$ cat src/rtl/prbs_pkg.sv
`default_nettype none
// ============================================================================
// Module      : prbs_pkg
// Description : Shared constants for the PRBS generator/checker: run-time
//               mode encoding, per-polynomial length/tap positions, LFSR
//               seed and the checker lock-state encoding.
// Revision    : 1.0 - initial release
// ============================================================================
package prbs_pkg;

    // Physical LFSR width; shorter polynomials use only the low bits
    localparam int LFSR_W = 31;

    // Every reload (reset or polynomial change) starts from this value
    localparam logic [LFSR_W-1:0] LFSR_SEED = 31'h1;

    // Run-time polynomial selection
    localparam logic [1:0] MODE_PRBS7  = 2'd0;
    localparam logic [1:0] MODE_PRBS15 = 2'd1;
    localparam logic [1:0] MODE_PRBS23 = 2'd2;
    localparam logic [1:0] MODE_PRBS31 = 2'd3;

    // Polynomial x^LEN + x^TAP + 1: output stage is bit LEN-1, tap is TAP-1
    localparam int LEN_PRBS7  = 7;
    localparam int TAP_PRBS7  = 6;
    localparam int LEN_PRBS15 = 15;
    localparam int TAP_PRBS15 = 14;
    localparam int LEN_PRBS23 = 23;
    localparam int TAP_PRBS23 = 18;
    localparam int LEN_PRBS31 = 31;
    localparam int TAP_PRBS31 = 28;

    // Checker lock state
    typedef enum logic [0:0] {
        ST_SEARCH = 1'b0,
        ST_LOCKED = 1'b1
    } chk_state_t;

endpackage
`default_nettype wire

$ cat src/rtl/prbs_lfsr.sv
`default_nettype none
// ============================================================================
// Module      : prbs_lfsr
// Description : 31-bit Fibonacci LFSR with run-time polynomial selection.
//               Shifts left one bit per enabled cycle. The shifted-in bit is
//               either the internal feedback (free-running) or an external
//               bit (used by the checker to self-seed from received data).
//               fb is the feedback / predicted next bit, msb the current
//               output stage of the selected polynomial.
// Revision    : 1.0 - initial release
// ============================================================================
module prbs_lfsr
    import prbs_pkg::*;
(
    input  logic       clk,
    input  logic       rst_n,
    input  logic       en,
    input  logic       load_seed,
    input  logic       use_ext,
    input  logic       ext_bit,
    input  logic [1:0] mode,
    output logic       fb,
    output logic       msb
);

    logic [LFSR_W-1:0] lfsr;
    logic              tap_bit;
    logic              shift_in;

    // Select output stage and tap for the active polynomial, form feedback
    always_comb begin
        msb     = lfsr[LEN_PRBS7-1];
        tap_bit = lfsr[TAP_PRBS7-1];
        case (mode)
            MODE_PRBS15: begin
                msb     = lfsr[LEN_PRBS15-1];
                tap_bit = lfsr[TAP_PRBS15-1];
            end
            MODE_PRBS23: begin
                msb     = lfsr[LEN_PRBS23-1];
                tap_bit = lfsr[TAP_PRBS23-1];
            end
            MODE_PRBS31: begin
                msb     = lfsr[LEN_PRBS31-1];
                tap_bit = lfsr[TAP_PRBS31-1];
            end
            default: begin
                msb     = lfsr[LEN_PRBS7-1];
                tap_bit = lfsr[TAP_PRBS7-1];
            end
        endcase
        fb       = msb ^ tap_bit;
        shift_in = use_ext ? ext_bit : fb;
    end

    // Shift register: reload on seed request, otherwise shift when enabled.
    // Bits above the active length keep shifting but are never observed.
    always_ff @(posedge clk or negedge rst_n) begin
        if (!rst_n) begin
            lfsr <= LFSR_SEED;
        end else if (load_seed) begin
            lfsr <= LFSR_SEED;
        end else if (en) begin
            lfsr <= {lfsr[LFSR_W-2:0], shift_in};
        end
    end

endmodule
`default_nettype wire

$ cat config.mk
export PLATFORM = sky130hd
export DESIGN_NAME = prbs_lfsr
export DESIGN_NICKNAME = d
export VERILOG_FILES = /design/src/rtl/prbs_pkg.sv /design/src/rtl/prbs_lfsr.sv
export SDC_FILE = /design/constraint.sdc
export NUM_CORES = 1
export LEC_CHECK = 0
export ABC_AREA = 1
export CAP_MARGIN = 20
export CORE_MARGIN = 4
export CORE_UTILIZATION = 56
export CTS_CLUSTER_SIZE = 25
export DETAILED_ROUTE_END_ITERATION = 10
export PLACE_DENSITY = 0.77
export SYNTH_ARGS = -nofsm -noshare
export SYNTH_HDL_FRONTEND = slang
export SYNTH_SLANG_ARGS = --single-unit
export TNS_END_PERCENT = 50
$ cat constraint.sdc
create_clock -name clk -period 1.3 [get_ports clk]
set_clock_uncertainty 0.2 [all_clocks]
set_input_delay 0.13 -clock clk [delete_from_list [all_inputs] [get_ports clk]]
set_output_delay 0.13 -clock clk [all_outputs]
set_load 0.005 [all_outputs]
==> out/metrics.csv, run 1 <==
metric,value,unit
diodes,0,
dieArea,3240,um2
top_register,lfsr,
layout-drive-gt1-share,26.3,%
layout_setup_ws,-422,ps
hold_depth,4,
grt_pass1_wl,5340,um
placementRows,17,
grt_max_degree,32,
vias_per_cell,5.47,
critPathRequiredTime,970,ps
dp_slack,-818,ps
numCtsBuffers,5,
startpoint,lfsr[13],
drc,0,
finalSetupViolCount,3,
clk-insertion-delay-late,320,ps
drtIter0Drc,50,
grt-ovfl-total,0,
dr.pass1.iters,4,
fin_tns_setup,-1120,ps
path_class,register to primary output,
hold_start,use_ext,
hp-class,input port to register,
track_usage,22.1,%
hold_viol_final,0,
outcome,"finished, violations left",
seq_area_frac_synth,57.9,%
hold_slack,279,ps
wire_per_inst,14.6,um
cts_tree,yes,
postSynthAreaPerCell,8.65,um2
holdPathEnd,lfsr[0],
violations,negative setup slack,
reg.largest.list,lfsr (31),
die-height,56.9,um
nFillCells,163,
timing.fmax,581,MHz
cts_buffer_depth,2,
h-tree-depth,2,
cp-end-kind,primary output,
nets,201,
p_total,1.65,mW
fin_crit,1720,ps
drv_slew,0,
io_pins,10,
startpoint_type,register,
ys_types,20,
r2r_slack,-400,ps
hpwl,2080,um
drtAntennaViolNets,0,
initial_core_util,59.5,%
peakVddDrop,0.848,mV
rsz0062_at_grt,true,
slew_headroom,78.7,%
drt_wl_total,3240,um
area_delta_synth_final,32.9,%
core_area,2250,um2
area.sequential,777,um2
power_density,925,nW/um2
r2r-end,lfsr[0],
synthesis.area,1340,um2
mostFrequentLayoutCells,"nand2_1, dfrtp_1, nand3_1",
rr_startpoint,lfsr[13],
grt_pass1_vias,1193,
multi_input_area,536,um2
syn_inst,155,
ys_warn_count,0,
place_congestion,0.844,
fp.dieW,56.9,um
max-cap-violations,0,
placed_area,1620,um2
clk_pin_slew,90,ps
num_vias,1215,
mostFrequentLayoutCell,nand2_1,
largest_reg_flops,31,
ys_seq_elements,31,
synth_fp_nets,163,
power_leakage,0.977,nW
antenna_found_initial,0,
worst_slew_pin_slew,320,ps
period_share,132,%
clock_sinks,31,
io_buffers,9,
critPathArrivalTime,1390,ps
rr_worst_depth,11,
crit_path_max_fanout,2,
post-route-cell-area,1780,um2
cts_root_buffer,clkbuf_4,
cell families (layout without fill, tap and decap cells):
kind of cell	count (synthesis)	in the layout	synth area share, %
flops	31	31	57.9
simple gates	97	97	32.3
compound gates	10	10	4.57
buf+inv	17	56	5.22
worst max path at each step:
stage	end	slack (ps)	cells after the start
after CTS	fb	-380	6
after global routing	fb	-540	6
after floorplan	fb	100	5
after global placement	fb	-700	8
final	fb	-420	6
after detailed placement	fb	-820	8
layout make-up:
cell class / instances / share of cell area [%]
inverters: 10 / 2.11
clock inverters: 1 / 0.281
clock buffers: 7 / 2.53
repair buffers: 38 / 19.5
well taps: 28 / 1.96
multi-input cells: 107 / 30.0
flip-flops and latches: 31 / 43.6
stage by stage:
stage	utilization [%]	instances
2_1_floorplan	-	155
3_3_place_gp	72.0	207
3_5_place_dp	72.0	207
4_1_cts	77.4	220
5_1_grt	79.1	222
6_report	79.1	222
critical path, cell delays in order, from the launching register on:
cell and delay (ps):
dfrtp_1 430, nand3_2 110, nand3_2 80, nor2_1 110, nand2_1 70, and2_4 170, buf_6 110
power breakdown:
part	internal (mW)	switching, mW	leakage [nW]
sequential	0.972	0.00369	0.428
combinational	0.0618	0.0919	0.519
clock	0.210	0.308	0.0293
total	1.24	0.404	0.977
routing by layer:
metal / GRT usage (%) / routed length, um / up-vias / part of all wire, %
met3: 9.05 / 134 / 10 / 4.1
met5: 0 / 0 / - / 0
li1: - / - / 579 / -
met1: 28.2 / 1380 / 600 / 42
met4: 11.9 / 87 / 0 / 2.7
met2: 32.3 / 1640 / 26 / 51
cell usage after synthesis (all sizes together):
master	instances	area share, %
nand2	54	15
nand3	35	13
dfrtp	30	56
inv	10	2.8
buf	6	2.1
o21ai	6	2.2
nor2	5	1.6
nand4	2	1.4
o31ai	2	1.1
a211oi	1	0.56
a21oi	1	0.65
and2	1	0.56
clkbuf	1	0.28
dfstp	1	2.0
timing repair:
action / in CTS / in global routing
setup endpoints to repair: 3 / 3
endpoints found under the hold margin: 30 / 0
gates resized for setup: 16 / 5
pin swaps: 4 / 6
hold buffers: 1 / 0
gates cloned: 0 / 0
setup buffers: 5 / 2
Note: power is estimated with default switching activity, not from simulation.
==> run 2, diff against run 1 <==
Settings changed: CORE_UTILIZATION 56 to 60, PLACE_DENSITY 0.77 to 0.81.
Clock period 1.3 ns to 2.1 ns, I/O delays scaled along.
==> out/metrics.csv, run 2 (synthesis results as in run 1) <==
metric,value,unit
outcome,finished clean,
placementRows,16,
hold_viol_final,0,
drtAntennaViolNets,0,
nets,183,
top_register,lfsr,
hp-class,input port to asynchronous set/reset pin,
clk-insertion-delay-late,320,ps
hpwl,1780,um
grt_pass1_wl,5110,um
grt-ovfl-total,0,
post-route-cell-area,1570,um2
startpoint_type,register,
track_usage,21.3,%
cpLargestDelayFamily,simple AND/OR/NAND/NOR gates,
path_buf_inv,1,
drv_slew,0,
diodes,0,
drtIter0Drc,55,
dieArea,3060,um2
core_area,2040,um2
mostFrequentLayoutCells,"nand2_1, nand3_1, dfrtp_1",
fp.dieW,55.3,um
initial_core_util,65.7,%
numCtsBuffers,5,
clk_pin_slew,90,ps
path_class,register to primary output,
worst_slew_pin_slew,432,ps
critPathRequiredTime,1690,ps
clock_sinks,31,
max-cap-violations,0,
timing.fmax,517,MHz
nFillCells,155,
largest_reg_flops,31,
cts_root_buffer,clkbuf_4,
power_leakage,0.854,nW
place_inst,190,
power_density,634,nW/um2
placed_area,1480,um2
slew_headroom,71.2,%
drt_wl_total,2830,um
h-tree-depth,2,
cp-end-kind,primary output,
place_congestion,0.808,
reg.largest.list,lfsr (31),
dr.pass1.iters,4,
critPathSlowestCell,dfrtp_1,
grt_pass1_vias,1143,
peakVddDrop,0.521,mV
crit_path_max_fanout,2,
antenna_found_initial,0,
finalSetupViolCount,0,
rsz0062_at_grt,false,
num_vias,1135,
fin_cells,203,
period_share,92.0,%
grt_max_degree,32,
cts_tree,yes,
p_total,996,uW
io_buffers,9,
max_stage_delay,410,ps
wire_per_inst,14.0,um
cts_buffer_depth,2,
fin_tns_setup,0,ps
cp_cell_sequence,nand3_2 -> nand3_1 -> nor2_1 -> nand2_1 -> and2_2 -> dlygate4sd2_1,
io_pins,10,
die-height,55.3,um
fin_crit,1930,ps
mostFrequentLayoutCell,nand2_1,
critPathArrivalTime,1520,ps
vias_per_cell,5.59,
area_delta_synth_final,17.1,%
layout-drive-gt1-share,14.8,%
fin_util,76.9,%
drc,0,
## run 2: changes by cell type in the layout (fill, tap and decap cells not counted)
cell	change
buf_12	-2
nand3_1	+6
clkinv_2	-1
nand3_2	-6
and2_2	+1
clkbuf_1	+1
buf_6	-5
dlygate4sd3_1	-1
clkdlybuf4s50_1	+1
buf_4	-11
and2_4	-1
## run 2: repair_timing
| action | in CTS | in global routing |
|---|---|---|
| hold endpoints to repair | 0 | 0 |
| setup endpoints to repair | 1 | 0 |
| setup buffers | 5 | 0 |
| hold buffers | 0 | 0 |
| resized for setup | 5 | 0 |
## run 2: per-layer routing
layer / GRT usage [%] / up-vias / share of wire [%]
li1: - / 544 / -
met1: 27.7 / 539 / 43
met2: 31.8 / 48 / 48
met3: 8.62 / 4 / 7.7
met4: 7.99 / 0 / 0.81
met5: 0 / - / 0
## run 2: report_power, final
part,leakage [nW],internal (mW),switching [mW]
Clock,0.0265,0.133,0.187
Sequential,0.428,0.602,0.00235
Combinational,0.399,0.0212,0.0504
Total,0.854,0.756,0.240
## run 2: final timing paths
check | cells past startpoint | from | endpoint | slack [ps]
setup / recovery | 6 | lfsr[30] | fb | 170
hold / removal | 2 | rst_n | lfsr[15] | 80
setup reg to reg | 7 | lfsr[30] | lfsr[0] | 830
hold reg to reg | 2 | lfsr[11] | lfsr[11] | 280
max in group asynchronous | 2 | rst_n | lfsr[0] | 1300
min in group clk | 2 | lfsr[11] | lfsr[11] | 280
## run 2: per-stage QoR
stage	hold slack (ps)	worst slack [ps]
3_5_place_dp	260	-141
5_1_grt	101	38.1
2_1_floorplan	-286	825
6_report	78.2	168
3_3_place_gp	253	-51.3
4_1_cts	80.6	174
## run 2: layout make-up
| cell class | instances | area (um2) | area share (%) |
|---|---|---|---|
| inverters | 10 | 37.5 | 2.39 |
| clock buffers | 8 | 48.8 | 3.11 |
| well taps | 27 | 33.8 | 2.15 |
| repair buffers | 20 | 169 | 10.8 |
| flip-flops and latches | 31 | 777 | 49.5 |
| multi-input cells | 107 | 504 | 32.1 |
